## src/rtl/pipe_pkg.sv

```systemverilog
// pipe_pkg: control-bundle field offsets and size helpers shared by the decode/execute stage.
package pipe_pkg;
  localparam int MEM_WRITE_BIT   = 0;
  localparam int BNEQ_BIT        = 1;
  localparam int BEQ_BIT         = 2;
  localparam int MEM_REG_SEL_BIT = 3;
  localparam int WR_EN_BIT       = 4;
  localparam int SHIFT_LSB       = 5;
  localparam int ALU_CTRL_LSB    = 10;
  function automatic int num_threads(input int thread_bits);
    return 1 << thread_bits;
  endfunction
  function automatic int payload_width(input int dw, input int ra, input int ia, input int cw);
    return 2 * ia + 3 * dw + ra + cw;
  endfunction
endpackage

```

## src/rtl/pipe_skid_flush.sv

```systemverilog
// pipe_skid_flush: 2-entry in-order skid buffer with per-tag flush and per-cycle drop count.
module pipe_skid_flush
  import pipe_pkg::*;
#(
  parameter int PAYLOAD_WIDTH = 8,
  parameter int THREAD_BITS   = 2
) (
  input  logic                                 clk,
  input  logic                                 reset,
  input  logic                                 in_valid,
  output logic                                 in_ready,
  input  logic [PAYLOAD_WIDTH-1:0]             in_data,
  input  logic [THREAD_BITS-1:0]               in_tag,
  output logic                                 out_valid,
  input  logic                                 out_ready,
  output logic [PAYLOAD_WIDTH-1:0]             out_data,
  output logic [THREAD_BITS-1:0]               out_tag,
  input  logic                                 flush_en,
  input  logic [num_threads(THREAD_BITS)-1:0]  flush_mask,
  output logic [1:0]                           drop
);
  logic                     a_valid, b_valid;
  logic [PAYLOAD_WIDTH-1:0] a_data, b_data;
  logic [THREAD_BITS-1:0]   a_tag, b_tag;
  logic kill_a, kill_b, kill_in, in_fire, keep_a, keep_b, keep_in;
  always_comb begin
    kill_a    = a_valid & flush_en & flush_mask[a_tag];
    kill_b    = b_valid & flush_en & flush_mask[b_tag];
    in_ready  = !b_valid;
    in_fire   = in_valid & in_ready;
    kill_in   = in_fire & flush_en & flush_mask[in_tag];
    out_valid = a_valid & !kill_a;
    keep_a    = out_valid & !out_ready;
    keep_b    = b_valid & !kill_b;
    keep_in   = in_fire & !kill_in;
    out_data  = a_data;
    out_tag   = a_tag;
    drop      = {1'b0, kill_a} + {1'b0, kill_b} + {1'b0, kill_in};
  end
  // B is only ever occupied while A is, so B valid implies no incoming beat this cycle.
  always_ff @(posedge clk) begin
    if (reset) begin
      a_valid <= 1'b0;
      b_valid <= 1'b0;
      a_data  <= '0;
      b_data  <= '0;
      a_tag   <= '0;
      b_tag   <= '0;
    end else begin
      a_valid <= keep_a | keep_b | keep_in;
      b_valid <= keep_a & (keep_b | keep_in);
      if (!keep_a && keep_b) begin
        a_data <= b_data;
        a_tag  <= b_tag;
      end else if (!keep_a && keep_in) begin
        a_data <= in_data;
        a_tag  <= in_tag;
      end
      if (keep_a && !keep_b && keep_in) begin
        b_data <= in_data;
        b_tag  <= in_tag;
      end
    end
  end
endmodule

```

## src/rtl/pipe_decode_execute_skid.sv

```systemverilog
// pipe_decode_execute_skid: decode/execute stage with valid/ready skid buffer, per-thread flush,
// bubble-safe control gating and a saturating flush-drop counter.
module pipe_decode_execute_skid
  import pipe_pkg::*;
#(
  parameter int DATAPATH_WIDTH     = 64,
  parameter int REGFILE_ADDR_WIDTH = 5,
  parameter int INST_ADDR_WIDTH    = 9,
  parameter int THREAD_BITS        = 2,
  parameter int CTRL_WIDTH         = 14,
  parameter int CNT_WIDTH          = 16
) (
  input  logic                                clk,
  input  logic                                reset,
  input  logic                                in_valid,
  output logic                                in_ready,
  input  logic [INST_ADDR_WIDTH-1:0]          pc_in,
  input  logic [DATAPATH_WIDTH-1:0]           R1_data_in,
  input  logic [DATAPATH_WIDTH-1:0]           R2_data_in,
  input  logic [DATAPATH_WIDTH-1:0]           store_data_in,
  input  logic [REGFILE_ADDR_WIDTH-1:0]       WR_addr_in,
  input  logic [CTRL_WIDTH-1:0]               ctrl_in,
  input  logic [INST_ADDR_WIDTH-1:0]          branch_offset_in,
  input  logic [THREAD_BITS-1:0]              thread_id_in,
  output logic                                out_valid,
  input  logic                                out_ready,
  output logic [INST_ADDR_WIDTH-1:0]          pc_out,
  output logic [DATAPATH_WIDTH-1:0]           R1_data_out,
  output logic [DATAPATH_WIDTH-1:0]           R2_data_out,
  output logic [DATAPATH_WIDTH-1:0]           store_data_out,
  output logic [REGFILE_ADDR_WIDTH-1:0]       WR_addr_out,
  output logic [CTRL_WIDTH-1:0]               ctrl_out,
  output logic [INST_ADDR_WIDTH-1:0]          branch_offset_out,
  output logic [THREAD_BITS-1:0]              thread_id_out,
  input  logic                                flush_en,
  input  logic [num_threads(THREAD_BITS)-1:0] flush_mask,
  output logic [CNT_WIDTH-1:0]                drop_count
);
  localparam int PW = payload_width(DATAPATH_WIDTH, REGFILE_ADDR_WIDTH, INST_ADDR_WIDTH, CTRL_WIDTH);
  // Bits that would cause architectural side effects if a bubble leaked into execute.
  localparam logic [CTRL_WIDTH-1:0] GATE = (CTRL_WIDTH'(1) << WR_EN_BIT) | (CTRL_WIDTH'(1) << MEM_WRITE_BIT)
                                         | (CTRL_WIDTH'(1) << BEQ_BIT) | (CTRL_WIDTH'(1) << BNEQ_BIT);
  logic [PW-1:0]         in_data, out_data;
  logic [CTRL_WIDTH-1:0] ctrl_a;
  logic [1:0]            drop;
  logic [CNT_WIDTH:0]    drop_sum;
  assign in_data = {pc_in, R1_data_in, R2_data_in, store_data_in, WR_addr_in, ctrl_in, branch_offset_in};
  assign {pc_out, R1_data_out, R2_data_out, store_data_out, WR_addr_out, ctrl_a, branch_offset_out} = out_data;
  assign ctrl_out = out_valid ? ctrl_a : ctrl_a & ~GATE;
  assign drop_sum = {1'b0, drop_count} + (CNT_WIDTH + 1)'(drop);
  pipe_skid_flush #(.PAYLOAD_WIDTH(PW), .THREAD_BITS(THREAD_BITS)) u_skid (
    .clk       (clk),
    .reset     (reset),
    .in_valid  (in_valid),
    .in_ready  (in_ready),
    .in_data   (in_data),
    .in_tag    (thread_id_in),
    .out_valid (out_valid),
    .out_ready (out_ready),
    .out_data  (out_data),
    .out_tag   (thread_id_out),
    .flush_en  (flush_en),
    .flush_mask(flush_mask),
    .drop      (drop)
  );
  always_ff @(posedge clk) begin
    if (reset) drop_count <= '0;
    else drop_count <= drop_sum[CNT_WIDTH] ? '1 : drop_sum[CNT_WIDTH-1:0];
  end
endmodule

```

## config.mk

```make
export PLATFORM = sky130hd
export DESIGN_NAME = pipe_decode_execute_skid
export DESIGN_NICKNAME = d
export VERILOG_FILES = /design/src/rtl/pipe_pkg.sv /design/src/rtl/pipe_skid_flush.sv /design/src/rtl/pipe_decode_execute_skid.sv
export SDC_FILE = /design/constraint.sdc
export NUM_CORES = 1
export LEC_CHECK = 0
export ABC_AREA = 1
export BUFFER_PORTS_ARGS = -buffer_cell sky130_fd_sc_hd__buf_2
export CAP_MARGIN = 25
export CORE_MARGIN = 2
export CORE_UTILIZATION = 55
export DETAILED_ROUTE_END_ITERATION = 6
export PLACE_DENSITY = 0.87
export SLEW_MARGIN = 20
export SYNTH_ARGS = -nofsm -noshare
export SYNTH_HDL_FRONTEND = slang
export SYNTH_SLANG_ARGS = --single-unit
```

## constraint.sdc

```tcl
create_clock -name clk -period 3.6 [get_ports clk]
set_input_delay 0.72 -clock clk [delete_from_list [all_inputs] [get_ports clk]]
set_output_delay 0.72 -clock clk [all_outputs]
set_load 0.02 [all_outputs]
```

After elaboration in Yosys (flattened, before gate mapping)

Index checks and enable logic that the tools add are counted.

Add/sub/neg operators: 3
$lt $le $gt $ge: 3
Mux-type cells: 12
Bitwise gates (word level): 15
Reduce and logical (&&, ||, !) cells: 12

Operators with widths:

| operator                                           | count |
|---|---|
| 2-to-1 mux 229 bit                                 | 2 |
| adder 16 x 2 -> 17 bit                             | 1 |
| 2-to-1 mux 16 bit                                  | 1 |
| bitwise AND 1 bit                                  | 12 |
| < comparator 2 x 3 -> 1 bit, second input constant | 3 |
| zero test 1 bit                                    | 7 |
| binary-select mux 1 bit (select 2 bit)             | 3 |
| 2-to-1 mux 5 bit                                   | 1 |
| logical AND 1 bit                                  | 4 |
| 2-to-1 mux 2 bit                                   | 2 |
| 2-to-1 mux 1 bit                                   | 3 |
| bitwise OR 1 bit                                   | 3 |
| adder 1 x 1 -> 2 bit                               | 1 |
| adder 2 x 1 -> 2 bit                               | 1 |
| nonzero test 2 bit                                 | 1 |

Bits in registers: 480
Word-level logic and storage cells: 52

Depth between registers and ports, before layout

Gate-level depths: netlist of run 1.

Word-level depth: 10
Mapped depth: 17
Depth with buffers taken out: 17

Cells and area by module

A second synthesis of run 1 with hierarchy kept.

Cell total of the unflattened synthesis: 3,167
Area total of the unflattened synthesis: 21,665.8 sq um

Modules (own cells, without submodules):

| module                   | times used | cells an instance | area each (sq um) |
|---|---|---|---|
| pipe_skid_flush          | 1          | 3,032             | 20,731.1 |
| pipe_decode_execute_skid | 1          | 135               | 934.6 |

Worst setup path after synthesis of run 1

Ideal clock, no wire load.

Path type: input to register
From: input port thread_id_in[1]
To: register drop_count[13]
Arrival time: 2.817 ns
Slack: 0.674 ns
Stages: 15
Path buffers: 1
Cells stage by stage: inv_1 nand3_1 nand2_1 nand2_1 nor2_1 fa_1 ha_1 fa_1 nand3_1 nor2_1 nand3_1 clkbuf_1 nand3b_1 nand2_1 inv_1

Word-level cells in the longest chain between the ends: 6

Ends and longest elaborated chain:

| item                                   | line                           | text |
|---|---|---|
| start, declared                        | pipe_decode_execute_skid.sv:24 | `input logic [THREAD_BITS-1:0] thread_id_in,` |
| binary-select mux 1 bit (select 2 bit) | pipe_skid_flush.sv:31          | `kill_in = in_fire & flush_en & flush_mask[in_tag];` |
| 2-to-1 mux 1 bit (implied by the code) | pipe_skid_flush.sv:31          |  |
| bitwise AND 1 bit                      | pipe_skid_flush.sv:31          |  |
| adder 2 x 1 -> 2 bit                   | pipe_skid_flush.sv:38          | `drop = {1'b0, kill_a} + {1'b0, kill_b} + {1'b0, kill_in};` |
| adder 16 x 2 -> 17 bit                 | pipe_decode_execute_skid.sv:50 | `assign drop_sum = {1'b0, drop_count} + (CNT_WIDTH + 1)'(drop);` |
| 2-to-1 mux 16 bit                      | pipe_decode_execute_skid.sv:68 | `else drop_count <= drop_sum[CNT_WIDTH] ? '1 : drop_sum[CNT_WIDTH-1:0];` |
| end signal, assigned                   | pipe_decode_execute_skid.sv:68 |  |
| end, declared                          | pipe_decode_execute_skid.sv:37 | `output logic [CNT_WIDTH-1:0] drop_count` |

Every way passes these cells. The select of a mux whose other input is x is not followed.
A chain may end at the register's enable or synchronous reset.

Worst setup path after layout of run 1

From: register u_skid.a_tag[0], in the netlist u_skid.out_tag[0]
To: register drop_count[15]

Word-level cells in the longest chain between the ends: 7

Ends and longest elaborated chain:

| item                                   | line                           | text |
|---|---|---|
| start, declared                        | pipe_skid_flush.sv:24          | `logic [THREAD_BITS-1:0] a_tag, b_tag;` |
| start signal, assigned                 | pipe_skid_flush.sv:54          | `a_tag <= b_tag;` |
| start signal, assigned                 | pipe_skid_flush.sv:57          | `a_tag <= in_tag;` |
| binary-select mux 1 bit (select 2 bit) | pipe_skid_flush.sv:27          | `kill_a = a_valid & flush_en & flush_mask[a_tag];` |
| 2-to-1 mux 1 bit (implied by the code) | pipe_skid_flush.sv:27          |  |
| bitwise AND 1 bit                      | pipe_skid_flush.sv:27          |  |
| adder 1 x 1 -> 2 bit                   | pipe_skid_flush.sv:38          |  |
| adder 2 x 1 -> 2 bit                   | pipe_skid_flush.sv:38          |  |
| adder 16 x 2 -> 17 bit                 | pipe_decode_execute_skid.sv:50 |  |
| 2-to-1 mux 16 bit                      | pipe_decode_execute_skid.sv:68 |  |

Every way passes these cells. The select of a mux whose other input is x is not followed.

==> flow_metrics.py, run 1 <==
metrics = {
    "setup_path": {
        "crit_chain": "inv_2, nand2_1, nand3_1, nand3_2, inv_1, fa_1, ha_1, fa_1, nand3_1, nor2_1, nand3_1, nand3b_1, nand2_1, inv_1",
        "r2r-start": "u_skid.out_tag[0]",
        "crit_cells": 14,
        "critical_path_arrival_ps": 3240,
        "critPathLaunch": "u_skid.out_tag[0]",
        "startpoint_type": "flip-flop",
        "required_ps": 4080,
        "worst-path-buf-inv": 3,
        "r2r_slack_ps": 840,
        "critPathKind": "reg -> reg",
        "cp-endpoint": "drop_count[15]",
        "reg2reg_to": "drop_count[15]",
        "cp-end-kind": "flip-flop",
        "reg2reg_depth": 14,
        "crit_top_cell": "nand3_1",
        "cpPeakStageDelay_ps": 450,
        "cp_max_fo": 11,
        "critPathTopFamily": "adder cells",
        "cpMaxStageDelayCell": "fa_1",
    },
    "job": {
        "cap_violations": 0,
    },
    "cts": {
        "clock-sinks": 480,
        "post_cts_resize_count": 0,
        "cts_tree": "built",
        "cts.path.max_buffers": 3,
        "hold_buffers": 0,
        "cts_setup_buffers": 0,
        "cts.clk_slew.worst_paths_ps": 60,
        "insertion_delay_ps": 590,
        "cts_made_buffers": 51,
        "ctsHtreeMaxLevel": 2,
        "cts-root-buf": "clkbuf_16",
    },
    "global_route": {
        "antenna_found_initial": 8,
        "grt_pass1_wl_mm": 91.2,
        "grt_pass1_vias": 18900,
        "overflow": 0,
        "grt_usage": 0.248,
        "grt_max_degree": 143,
    },
    "route": {
        "drt-total-wl_mm": 56.3,
        "vias": 20300,
        "ant_nets": 0,
        "first_iter_violations": 1590,
        "dr.pass1.iters": 5,
        "via_per_inst": 4.94,
        "detail_route.wl_per_cell_um": 13.7,
        "drc_errors": 0,
    },
    "synth": {
        "syn_nets": 3618,
        "synth-seq-cells": 480,
        "synth_cell_types": 30,
        "synth_top_area_cell": "dfxtp_1",
        "synth_warnings": 0,
        "async_flop_share": 0,
        "synthCells": 3374,
        "synthFlopType": "dfxtp_1",
        "syn_area_per_cell_um2": 6.89,
        "yosysSeqAreaShare": 0.413,
        "synth_edf_count": 0,
        "synth.area.top_cells": "dfxtp_1, nand2_1, a21oi_1",
        "synth_area_um2": 23300,
        "synth_top_area_share": 0.413,
    },
    "placement": {
        "port_buffers": 488,
        "place_inst": 4013,
        "hpwlAfterDp_mm": 37.2,
        "gp_congestion": 0.848,
    },
    "floorplanning": {
        "design.die.area_um2": 43900,
        "num_rows": 75,
        "fp.dieW_um": 210,
        "initial_core_util": 0.556,
        "die_h_um": 210,
        "ios": 489,
        "coreArea_um2": 41900,
    },
    "finish": {
        "areaGrowthSynthToFinish_pct": 11.0,
        "instances_no_fill": 4107,
        "final_common_cell": "nand2_1",
        "drive_gt1_frac": 0.232,
        "mostFrequentLayoutCells": "nand2_1, inv_1, buf_2, dfxtp_1, a21oi_1",
        "nFillCells": 3621,
        "layout.nets": 3771,
    },
    "run_status": {
        "outcome": "complete, no violations",
    },
    "worst_hold_path": {
        "hold_depth": 3,
        "hold_class": "in -> reg",
    },
    "power": {
        "ir_worst_vdd_mv": 0.373,
        "leakage_nw": 13.7,
        "power_density_nw_per_um2": 505,
    },
    "sta": {
        "period_needed_ps": 2760,
        "maxSlewHeadroom": 0.466,
        "drv_slew": 0,
        "fin_crit_sh": 0.766,
        "fin_skew_ps": 22.0,
        "fmax_mhz": 362,
        "hold_viol_final": 0,
        "rsz0062_at_grt": "false",
        "setup_violations": 0,
        "timing.hold.ws_ps": 379,
        "tightest_slew_ps": 801,
        "finalSetupTns_ps": 0,
    },
}
-- worst min-delay path, stage by stage --
cell,delay [ps]
buf_2,70
inv_1,40
a21oi_1,100
-- per-layer routing --
metal,GRT usage,share of wire,vias up
li1,-,-,10400
met2,0.413,0.47,698
met5,0,0.00048,-
met4,0.101,0.035,4
met3,0.0552,0.070,131
met1,0.313,0.42,9096
-- through the flow --
step,setup slack [ps],utilization,cell area (um^2),total power (W)
after floorplan,674,-,23300,0.00762
after global placement,458,0.577,24100,0.00789
after detailed placement,405,0.577,24100,0.00794
after CTS,891,0.616,25800,0.0131
after global routing,612,0.616,25800,0.0136
final,841,0.616,25800,0.0130
-- logic make-up (layout without fill, tap and decap cells) --
logic type / Yosys count / after routing / share of synthesized area
AND/OR/NAND/NOR: 1247 / 1247 / 0.229
buffers and inverters: 927 / 1115 / 0.199
AO/OA/AOI/OAI: 710 / 710 / 0.153
flip-flops: 480 / 480 / 0.413
XOR/XNOR: 6 / 6 / 0.00226
adder cells (fa/ha/maj): 4 / 4 / 0.00280
other: 0 / 6 / 0
-- where the power goes --
part	internal (W)	switching [W]	leakage (nW)	total, W
clock network	0.00305	0.00211	0.806	0.00516
logic	0.000703	0.00130	8.93	0.00200
registers	0.00566	0.000188	3.93	0.00585
total	0.00942	0.00360	13.7	0.0130
-- cells in the mapped netlist, types with 2 or more instances --
cell,number
nand4_1,4
xnor2_1,3
o21ai_1,100
or2_2,209
inv_2,5
ha_1,2
fa_1,2
dfxtp_1,480
nand3_1,16
nand3b_1,2
nor2_1,247
xor2_1,3
or2_0,20
buf_6,17
nand2_1,738
nand3_2,3
clkbuf_1,80
a21oi_1,472
nor3_1,3
nand2_2,2
clkinv_1,2
buf_4,244
o21ai_0,136
buf_2,89
inv_1,490
-- registers in the layout (all words and copies together) (netlist names) --
signal,count
u_skid.b_data,229
u_skid.out_data,229
drop_count,16
u_skid.b_tag,2
u_skid.out_tag,2
u_skid.a_valid,1
u_skid.b_valid,1
-- final cells by class --
class,count,area [um^2],share of cell area
Clock buffer,79,1530,0.0595
Sequential cell,480,9610,0.372
Multi-Input combinational cell,1967,9030,0.350
Tap cell,539,674,0.0261
Clock inverter,9,103,0.00398
Antenna cell,6,15.0,0.000582
Timing Repair Buffer,530,2960,0.115
Inverter,497,1870,0.0726
-- worst min-delay path by stage --
stage / end / slack [ps] / startpoint
floorplan: u_skid.b_data[100] / 480 / u_skid.b_data[100]
global placement: drop_count[12] / 490 / drop_count[12]
detailed placement: u_skid.out_data[51] / 500 / u_skid.out_data[51]
CTS: u_skid.b_data[217] / 350 / R1_data_in[61]
global route: u_skid.b_data[178] / 370 / R1_data_in[22]
finish: u_skid.b_data[166] / 380 / R1_data_in[10]
No activity file was read; power rests on OpenSTA's default activity.
==> run 2: changes to the inputs <==
- ABC_AREA: 1 -> 0
- CORE_UTILIZATION: 55 -> 49
- PLACE_DENSITY: 0.87 -> 0.84
- clock period: 3.6 -> 2.45 ns (I/O delays scaled with it)
==> run 2 against run 1 <==
  * The flow now finishes with violations (DRC, setup timing)
  * Critical path depth is 3 lower
  * Worst setup slack worse by 1000 ps
  * Worst hold slack worse by 220 ps
  * Non-clock buffer count is 106 higher
  * Clock-buffer cell count is 4 lower
  * Register-to-register slack worse by 1000 ps
  * Total power is 53% higher
  * Clock power is 56% higher
  * Synthesized cell count is 28% lower
  * Routed wire length is 16% higher
  * Critical endpoint is now drop_count[14]
==> flow_metrics.py, run 2 <==
metrics = {
    "run_status": {
        "outcome": "finished with violations",
        "violations": "DRC, setup timing",
    },
    "route": {
        "via_per_inst": 5.95,
        "ant_nets": 0,
        "dr.pass1.iters": 7,
        "detail_route.wl_per_cell_um": 19.9,
        "drc_errors": 3,
        "drt-total-wl_mm": 65.6,
        "first_iter_violations": 1973,
        "vias": 19600,
    },
    "setup_path": {
        "cp_max_fo": 5,
        "critPathKind": "reg -> reg",
        "startpoint_type": "flip-flop",
        "critical_path_arrival_ps": 3070,
        "critPathLaunch": "u_skid.out_tag[0]",
        "cpMaxStageDelayCell": "fa_1",
        "r2r-start": "u_skid.out_tag[0]",
        "required_ps": 2900,
        "crit_chain": "mux2i_2, a21oi_2, and2_4, fa_1, ha_2, fa_2, nand2_2, and4b_2, nand3_2, nor3b_2, nor3_1",
        "cp-end-kind": "flip-flop",
        "cpPeakStageDelay_ps": 480,
    },
    "synth": {
        "synth_area_um2": 21200,
        "synth_cell_types": 43,
        "syn_area_per_cell_um2": 8.75,
        "synth-seq-cells": 480,
        "synth_most_common_cell": "dfxtp_1",
        "synth_top_area_share": 0.453,
        "synthFlopType": "dfxtp_1",
        "async_flop_share": 0,
        "syn_nets": 2668,
        "yosysSeqAreaShare": 0.453,
        "synth_warnings": 0,
        "synth_edf_count": 0,
        "synth_top_area_cell": "dfxtp_1",
        "synth.area.top_cells": "dfxtp_1, buf_4, o22ai_1",
        "ys_top_cells_by_count": "dfxtp_1, buf_4, a21oi_1",
        "synthCells": 2424,
    },
    "sta": {
        "finalSetupTns_ps": -1830,
        "hold_viol_final": 0,
        "maxSlewHeadroom": 0.608,
        "finalWorstSetupSlack_ps": -162,
        "period_needed_ps": 2610,
        "tightest_slew_ps": 589,
        "setup_violations": 20,
        "drv_slew": 0,
        "fin_crit_sh": 1.07,
        "rsz0062_at_grt": "true",
        "fin_skew_ps": 13.6,
        "fmax_mhz": 383,
    },
    "cts": {
        "cts.clk_slew.worst_paths_ps": 60,
        "cts_made_buffers": 49,
        "ctsHtreeMaxLevel": 2,
        "cts-root-buf": "clkbuf_16",
        "cts.path.max_buffers": 3,
        "cts_tree": "built",
        "insertion_delay_ps": 570,
        "hold_buffers": 0,
        "clock-sinks": 480,
    },
    "global_route": {
        "grt_pass1_wl_mm": 96.8,
        "antenna_found_initial": 16,
        "grt_pass1_vias": 18500,
        "grt_usage": 0.264,
        "grt_max_degree": 71,
        "overflow": 0,
    },
    "finish": {
        "final_common_cell": "buf_2",
        "mostFrequentLayoutCells": "buf_2, dfxtp_1, nand2_1, inv_1",
        "final_area_um2": 25500,
        "layout.nets": 2897,
        "drive_gt1_frac": 0.317,
        "nFillCells": 3372,
        "areaGrowthSynthToFinish_pct": 20.2,
    },
    "placement": {
        "gp_congestion": 0.910,
        "detailed_place.area_um2": 23100,
        "port_buffers": 488,
        "hpwlAfterDp_mm": 41.3,
    },
    "power": {
        "leakage_nw": 10.3,
        "finalPower_w": 0.0199,
        "ir_worst_vdd_mv": 0.624,
        "power_density_nw_per_um2": 780,
    },
    "floorplanning": {
        "num_rows": 76,
        "initial_core_util": 0.495,
        "die_h_um": 212,
        "fp.dieW_um": 212,
        "ios": 489,
        "coreArea_um2": 42900,
        "design.die.area_um2": 45000,
    },
    "worst_hold_path": {
        "hold_class": "in -> reg",
        "hp-start": "store_data_in[5]",
    },
    "job": {
        "cap_violations": 0,
    },
}
## run 2: stage by stage
stage                     hold slack (ps)  worst slack (ps)  instances   util
after floorplan                       443              -216       2424      -
after global placement                444              -438       3161  0.538
after detailed placement              450              -511       3161  0.538
after CTS                             128              -135       3258  0.582
after global routing                  139              -245       3285  0.594
final                                 160              -162       3288  0.594
## run 2: timing repair
item	in CTS	in global routing
pin swaps	9	7
gates resized for setup	33	32
gates cloned	0	15
endpoints found under the setup margin	20	391
buffers inserted	5	8
## run 2: worst paths after layout
check	end	slack (ps)	cells past startpoint
setup / recovery	drop_count[14]	-160	11
hold / removal	u_skid.b_data[33]	160	3
setup reg to reg	drop_count[14]	-160	11
hold reg to reg	u_skid.out_data[123]	450	2
## run 2: layout make-up
type | count | area (um^2) | share of cell area
Inverter | 234 | 878 | 0.0345
Clock inverter | 17 | 226 | 0.00888
Antenna cell | 9 | 22.5 | 0.000883
Sequential cell | 480 | 9610 | 0.377
Clock buffer | 75 | 1530 | 0.0599
Timing Repair Buffer | 636 | 4430 | 0.174
Tap cell | 585 | 732 | 0.0287
Multi-Input combinational cell | 1252 | 8060 | 0.316
## run 2: layer usage
layer  GRT usage  up-vias  share of wire
li1            -     8914              -
met2       0.432     1111           0.47
met5           0        -         0.0014
met4       0.123       18          0.039
met1       0.317     9306           0.39
met3      0.0838      220          0.099
## run 2: logic make-up after synthesis
kind of cell / synth area share
fa+ha+maj: 0.00307
flops: 0.453
simple gates: 0.0536
buf+inv: 0.175
mux: 0.00283
compound gates: 0.309
xor+xnor: 0.00413
## run 2: worst max-delay path, delay by kind of cell (launching register included)
| family | cells | cell delay [ps] |
|---|---|---|
| fa+ha+maj | 3 | 900 |
| flops | 1 | 370 |
| compound gates | 1 | 90 |
| simple gates | 6 | 910 |
| mux | 1 | 240 |
## run 2: where the power goes
group,total (W),internal [W],leakage [nW],switching (W)
Clock,0.00803,0.00483,0.870,0.00320
Sequential,0.00855,0.00828,3.93,0.000267
Combinational,0.00330,0.00125,5.47,0.00205
